$ cat src/rtl/mips_cpu_bus_pkg.sv
// mips_cpu_bus_pkg: shared types and constants for the CPU bus arbiter.
package mips_cpu_bus_pkg;
  typedef enum logic [1:0] {IDLE, ISSUE, RDWAIT, DONE} bus_state_t;
  typedef enum logic {PORT_I, PORT_D} bus_port_t;
  localparam logic [3:0] BUS_BE_FULL = 4'b1111;
  localparam int LAT_W = 2;
endpackage

$ cat src/rtl/mips_cpu_bus_arb_pick.sv
// mips_cpu_bus_arb_pick: grant selection between fetch and data ports.
// MIPS_BUS_ARB_RR_EN selects round-robin; otherwise fixed data-over-fetch.
module mips_cpu_bus_arb_pick
  import mips_cpu_bus_pkg::*;
(
  input  logic      valid_i,
  input  logic      valid_d,
`ifdef MIPS_BUS_ARB_RR_EN
  input  bus_port_t last,
`endif
  output bus_port_t grant
);
`ifdef MIPS_BUS_ARB_RR_EN
  assign grant = (valid_i && valid_d) ? ((last == PORT_D) ? PORT_I : PORT_D)
                                      : (valid_i ? PORT_I : PORT_D);
`else
  assign grant = (valid_d || !valid_i) ? PORT_D : PORT_I;
`endif
endmodule

$ cat src/rtl/mips_cpu_bus_arbiter.sv
// mips_cpu_bus_arbiter: serialises fetch and data requests onto one CPU bus.
// Define MIPS_BUS_ARB_RR_EN for round-robin arbitration.
module mips_cpu_bus_arbiter
  import mips_cpu_bus_pkg::*;
#(
  parameter int ADDR_W       = 32,
  parameter int READ_LATENCY = 1
) (
  input  logic              clk,
  input  logic              reset,
  input  logic              i_read,
  input  logic              i_write,
  input  logic [ADDR_W-1:0] i_addr,
  input  logic [3:0]        i_byteenable,
  input  logic [31:0]       i_writedata,
  output logic              i_waitrequest,
  output logic [31:0]       i_readdata,
  input  logic              d_read,
  input  logic              d_write,
  input  logic [ADDR_W-1:0] d_addr,
  input  logic [3:0]        d_byteenable,
  input  logic [31:0]       d_writedata,
  output logic              d_waitrequest,
  output logic [31:0]       d_readdata,
  output logic              m_read,
  output logic              m_write,
  output logic [ADDR_W-1:0] m_addr,
  output logic [3:0]        m_byteenable,
  output logic [31:0]       m_writedata,
  input  logic              m_waitrequest,
  input  logic [31:0]       m_readdata
);
  bus_state_t state, state_nx;
  bus_port_t owner, grant;
  logic [LAT_W-1:0] cnt;
  logic valid_i, valid_d, gd, start;
  assign valid_i = i_read ^ i_write;
  assign valid_d = d_read ^ d_write;
  assign start = state == IDLE && (valid_i || valid_d);
  assign gd = grant == PORT_D;
  // The latched owner doubles as the round-robin "last granted" pointer
`ifdef MIPS_BUS_ARB_RR_EN
  mips_cpu_bus_arb_pick u_pick (.valid_i(valid_i), .valid_d(valid_d), .last(owner), .grant(grant));
`else
  mips_cpu_bus_arb_pick u_pick (.valid_i(valid_i), .valid_d(valid_d), .grant(grant));
`endif
  always_ff @(posedge clk)
    if (reset) state <= IDLE;
    else state <= state_nx;
  always_comb begin
    state_nx = state;
    case (state)
      IDLE:   state_nx = start ? ISSUE : IDLE;
      ISSUE:  state_nx = m_waitrequest ? ISSUE : (m_read ? RDWAIT : DONE);
      RDWAIT: state_nx = (cnt == '0) ? DONE : RDWAIT;
      DONE:   state_nx = IDLE;
    endcase
  end
  always_comb begin
    i_waitrequest = valid_i && !(state == DONE && owner == PORT_I);
    d_waitrequest = valid_d && !(state == DONE && owner == PORT_D);
  end
  always_ff @(posedge clk)
    if (reset) begin
      owner        <= PORT_I;
      cnt          <= '0;
      m_read       <= 1'b0;
      m_write      <= 1'b0;
      m_addr       <= '0;
      m_byteenable <= '0;
      m_writedata  <= '0;
      i_readdata   <= '0;
      d_readdata   <= '0;
    end else begin
      if (start) begin
        owner        <= grant;
        m_read       <= gd ? d_read : i_read;
        m_write      <= gd ? d_write : i_write;
        m_addr       <= gd ? d_addr : i_addr;
        m_byteenable <= gd ? d_byteenable : i_byteenable;
        m_writedata  <= gd ? d_writedata : i_writedata;
      end
      if (state == ISSUE && !m_waitrequest) begin
        m_read  <= 1'b0;
        m_write <= 1'b0;
        cnt     <= LAT_W'(READ_LATENCY - 1);
      end
      if (state == RDWAIT) begin
        cnt <= cnt - 1'b1;
        if (cnt == '0 && owner == PORT_I) i_readdata <= m_readdata;
        if (cnt == '0 && owner == PORT_D) d_readdata <= m_readdata;
      end
    end
endmodule

$ cat config.mk
export PLATFORM = sky130hd
export DESIGN_NAME = mips_cpu_bus_arbiter
export DESIGN_NICKNAME = d
export VERILOG_FILES = /design/src/rtl/mips_cpu_bus_pkg.sv /design/src/rtl/mips_cpu_bus_arb_pick.sv /design/src/rtl/mips_cpu_bus_arbiter.sv
export SDC_FILE = /design/constraint.sdc
export NUM_CORES = 1
export LEC_CHECK = 0
export ABC_AREA = 1
export CORE_MARGIN = 2
export CORE_UTILIZATION = 45
export CTS_BUF_LIST = sky130_fd_sc_hd__clkbuf_8
export CTS_CLUSTER_SIZE = 28
export DETAILED_ROUTE_END_ITERATION = 7
export GPL_TIMING_DRIVEN = 0
export PLACE_DENSITY = 0.87
export SETUP_SLACK_MARGIN = 0.15
export SLEW_MARGIN = 20
export SYNTH_ARGS = -nofsm -noshare
export SYNTH_HDL_FRONTEND = slang
export SYNTH_SLANG_ARGS = --single-unit
$ cat constraint.sdc
create_clock -name clk -period 2.9 [get_ports clk]
set_input_delay 0.435 -clock clk [delete_from_list [all_inputs] [get_ports clk]]
set_output_delay 0.435 -clock clk [all_outputs]
set_load 0.02 [all_outputs]
======== Word level (Yosys, flattened, before mapping) ========
Cells that the tools add are included.
operators by class
  reduce and logical (&&, ||, !) cells .... 20
  eq/ne operators ......................... 3
  bitwise logic cells ..................... 3
  add/sub/neg operators ................... 1
  muxes and demuxes ....................... 13
operators by type and width
  cell                   number
  $mux W32               2
  $logic_and A1 B1 Y1    8
  $pmux W2 S4            1
  $mux W1                6
  $mux W2                3
  $eq A2 B2 Y1 const B   2
  $logic_not A1 Y1       4
  $logic_not A2 Y1       2
  $mux W4                1
  $reduce_and A2 Y1      2
  $eq A2 B1 Y1 const B   1
  $logic_or A1 B1 Y1     2
  $reduce_bool A2 Y1     1
  $reduce_or A2 Y1       1
  $sub A2 B1 Y2 const B  1
  $xor A1 B1 Y1          2
  $not A1 Y1             1
storage, ports and cells
  bits of input ports ..................... 175
  register bits ........................... 139
  word-level logic and storage cells ...... 50
  output and inout bits ................... 136

======== Logic depth before layout (Yosys ltp) ========
  depth after elaboration ................. 5
  mapped depth ............................ 9
  depth with buffers taken out ............ 8

======== Cells and area by module ========
From an unflattened synthesis, not the netlist that was laid out.
unflattened totals
  cell total of the unflattened synthesis .. 955
  area, all modules ....................... 6402.4 um^2
modules (own cells, without submodules)
  module                 cells an instance  area an instance (um^2)  instances
  mips_cpu_bus_arbiter   953                6394.9                   1
  mips_cpu_bus_arb_pick  2                  7.5                      1

======== Worst setup path before layout ========
Ideal clock, no wire load.
  path kind ............................... input port to output port
  from .................................... input d_read
  to ...................................... output d_waitrequest
  required time ........................... 2.465 ns
  path buffers ............................ 0
  cell stages on the path ................. 4
  arrival ................................. 1.065 ns
  slack ................................... 1.400 ns
  path through ............................ inv_1 > nand2_2 > nand2_2 > a31oi_1
between the ends
  longest elaborated chain between the ends .. 2
ends and longest elaborated chain
  item                 RTL line                    text
  start: declaration   mips_cpu_bus_arbiter.sv:18  input logic d_read,
  $xor A1 B1 Y1        mips_cpu_bus_arbiter.sv:38  assign valid_d = d_read ^ d_write;
  $logic_and A1 B1 Y1  mips_cpu_bus_arbiter.sv:61  d_waitrequest = valid_d && !(state == DONE && owner == PORT_D);
  end: declaration     mips_cpu_bus_arbiter.sv:23  output logic d_waitrequest,
Every way passes these cells.

======== Worst setup path in the final report ========
  from .................................... input d_write
  to ...................................... output d_waitrequest
between the ends
  longest elaborated chain between the ends .. 2
ends and longest elaborated chain
  item                 RTL line                    text
  start: declaration   mips_cpu_bus_arbiter.sv:19  input logic d_write,
  $xor A1 B1 Y1        mips_cpu_bus_arbiter.sv:38
  $logic_and A1 B1 Y1  mips_cpu_bus_arbiter.sv:61
Every way passes these cells.

==> run summary <==
Leakage = 4.81 nW
Final hold violation count = 0
Antenna viol nets, final = 0
Post-Syn Area = 6650 um^2
Crit-path cells = clkdlybuf4s50_1 > inv_1 > nand2_2 > nand2_2 > a31oi_1 > clkdlybuf4s50_1
Ports = 311
GR Layer Usage met2 = 47.7%
Fmax achieved = 391 MHz
Final non-filler cell total = 1594
First-pass GRT wire length = 36.3 mm
Worst setup path class = input pin to primary output
Rel. slew slack = 63.4%
Routed WL per cell = 14.2 um
Hold Crit Class = flip-flop to flip-flop
Worst path arrival time = 2.12 ns
# setup viols final = 0
Run status = complete, no violations
Via count = 7763
Starting Density = 45.9%
Startpoint type of the worst setup path = input pin
DR DRC count = 0
Root buffer cell = clkbuf_8
1st-pass router iterations = 5
Worst-path clk slew = 0.08 ns
TNS Setup = 0 ns
Via density = 4.87
Core area = 14500 um^2
CTS resizes = 0
Share of cells above drive strength 1 = 5.67%
M1 GR Usage = 33.2%
GRT overflow = 0
Crit share post-route = 88.2%
DRT iter0 DRCs = 581
Unrepaired setup endpoints after global routing = no
Largest net degree at the start of global routing = 17
Crit path largest cell delay = 0.65 ns
Max-Cap Viols = 0
Die Span Y = 126 um
# diodes = 0
Layout overhead on the synthesized area = 56.4%
Initial antenna violation count = 0
Routability cong. = 0.899
Syn_nets = 1244
Register bit total from synthesis = 139
Vias in the first global route = 7417
Gr usage total = 28.6%
Warnings, synthesis = 0
Min Tclk post-route = 2.56 ns
Fin Clk Skew = 0.0127 ns
H-Tree Depth = 4
Skew-Pair Late Insertion Delay = 0.46 ns
Crit path max-delay cell type = clkdlybuf4s50_1
Avg Inst Size Synth = 6.22 um^2
Clock sink count = 139
DP HPWL = 17.2 mm
# rows = 44
CTS tree = yes
IR drop worst, VDD = 0.338 mV
Die width = 126 um
# nets final = 1573
Sequential element share of the synthesized area = 41.9%
Cell count after synthesis = 1068
Total design power = 0.00583 W
Routed wire length = 22.7 mm
PortBufs = 310
Worst EP required = 2.47 ns
Met3 usage = 7.49%
Post CTS Setup Buffer Count = 0
Worst-path fanout max = 6
Grt peak-use layer = met2
Slew @ Worst Pin = 0.549 ns
Pwr dens = 561 nW/um^2
Overall die area = 15800 um^2
Post-synthesis cell type count = 19
Max Root-Sink Buffers = 2
CTS buffer count = 17
Placed Cells = 1562
Fin. max-slew vios = 0
Crit end category = primary output
Hold bufs inserted after CTS = 0
cells by family after synthesis:
| group | synth area share [%] |
|---|---|
| buffers and inverters | 13.1 |
| flip-flops | 41.9 |
| AND/OR/NAND/NOR | 39.1 |
| adder cells (fa/ha/maj) | 0.188 |
| AO/OA/AOI/OAI | 5.76 |
cell usage after synthesis:
| cell | instances | area share, % |
|---|---|---|
| a21oi_1 | 8 | 0.60 |
| a31oi_1 | 2 | 0.19 |
| buf_1 | 2 | 0.11 |
| buf_2 | 28 | 2.1 |
| buf_4 | 5 | 0.56 |
| clkbuf_1 | 33 | 1.9 |
| dfxtp_1 | 139 | 42 |
| ha_1 | 1 | 0.19 |
| inv_1 | 146 | 8.2 |
| inv_2 | 4 | 0.23 |
| nand2_1 | 149 | 8.4 |
| nand2_2 | 5 | 0.47 |
| nand2_4 | 1 | 0.17 |
| nand3_1 | 140 | 11 |
| nand3_2 | 2 | 0.30 |
| nor2_1 | 334 | 19 |
| nor2_2 | 2 | 0.19 |
| o21ai_0 | 66 | 5.0 |
| or2_2 | 1 | 0.094 |
registers in the layout (all words and copies together) (netlist names), named ones only:
name	cells
d_readdata	32
i_readdata	32
m_addr	32
m_writedata	32
m_byteenable	4
cnt	2
m_read	1
m_write	1
owner	1
state	1
area by class of cell:
| cell class | count | area, um^2 |
|---|---|---|
| plain buffers | 68 | 309 |
| clock buffers | 17 | 234 |
| clock inverters | 15 | 183 |
| fillers | 1174 | 4080 |
| inverters | 150 | 563 |
| multi-input cells | 711 | 2990 |
| flip-flops and latches | 139 | 2780 |
| well taps | 184 | 230 |
| repair buffers | 310 | 3100 |
final timing paths:
kind	end	depth (start not counted)	from	slack, ns
setup / recovery	d_waitrequest	6	d_write	0.34
setup reg to reg	m_writedata[29]	5	state[0]	1.18
hold / removal	cnt[1]	2	cnt[1]	0.47
hold reg to reg	cnt[1]	2	cnt[1]	0.47
cell usage in the layout, fill, tap and decap left out:
cell type | synthesis | final
inv_2 | 4 | 4
nor2_1 | 334 | 334
nand2_1 | 149 | 149
buf_1 | 2 | 2
clkinv_2 | 0 | 3
clkdlybuf4s50_1 | 0 | 310
nand2_4 | 1 | 1
clkbuf_1 | 33 | 33
nand3_2 | 2 | 2
a21oi_1 | 8 | 8
bufinv_16 | 0 | 3
o21ai_0 | 66 | 66
buf_2 | 28 | 28
buf_4 | 5 | 5
dfxtp_1 | 139 | 139
nand2_2 | 5 | 5
clkinvlp_4 | 0 | 1
a31oi_1 | 2 | 2
nor2_2 | 2 | 2
inv_6 | 0 | 8
nand3_1 | 140 | 140
clkbuf_8 | 0 | 17
ha_1 | 1 | 1
inv_1 | 146 | 146
or2_2 | 1 | 1
power by group:
group | switching (W) | leakage, nW | total [W] | internal [W]
Sequential | 0.000112 | 1.14 | 0.00223 | 0.00212
Combinational | 0.00104 | 3.46 | 0.00190 | 0.000859
Clock | 0.000825 | 0.213 | 0.00169 | 0.000867
Total | 0.00198 | 4.81 | 0.00583 | 0.00385
worst max-delay path: cells and delay by family:
family          cells  cell delay, ns
simple gates        2            0.27
buf+inv             3            1.25
compound gates      1            0.16
per-stage QoR:
step                cell area (um^2)  setup WS (ns)  hold slack [ns]  utilization, %
detailed placement              9980          0.335            0.462            68.9
global placement                9980          0.352            0.442            68.9
CTS                            10400          0.335            0.471            71.8
global route                   10400          0.293            0.502            71.8
floorplan                       6650           1.40            0.426               -
finish                         10400          0.343            0.469            71.8
metal layers:
layer  up-vias  wire length, um
li1       3898                -
met1      3405             9010
met2       374            10800
met3        86             1800
met4         0             1070
met5         -                0
Note: power is estimated with default switching activity, not from simulation.
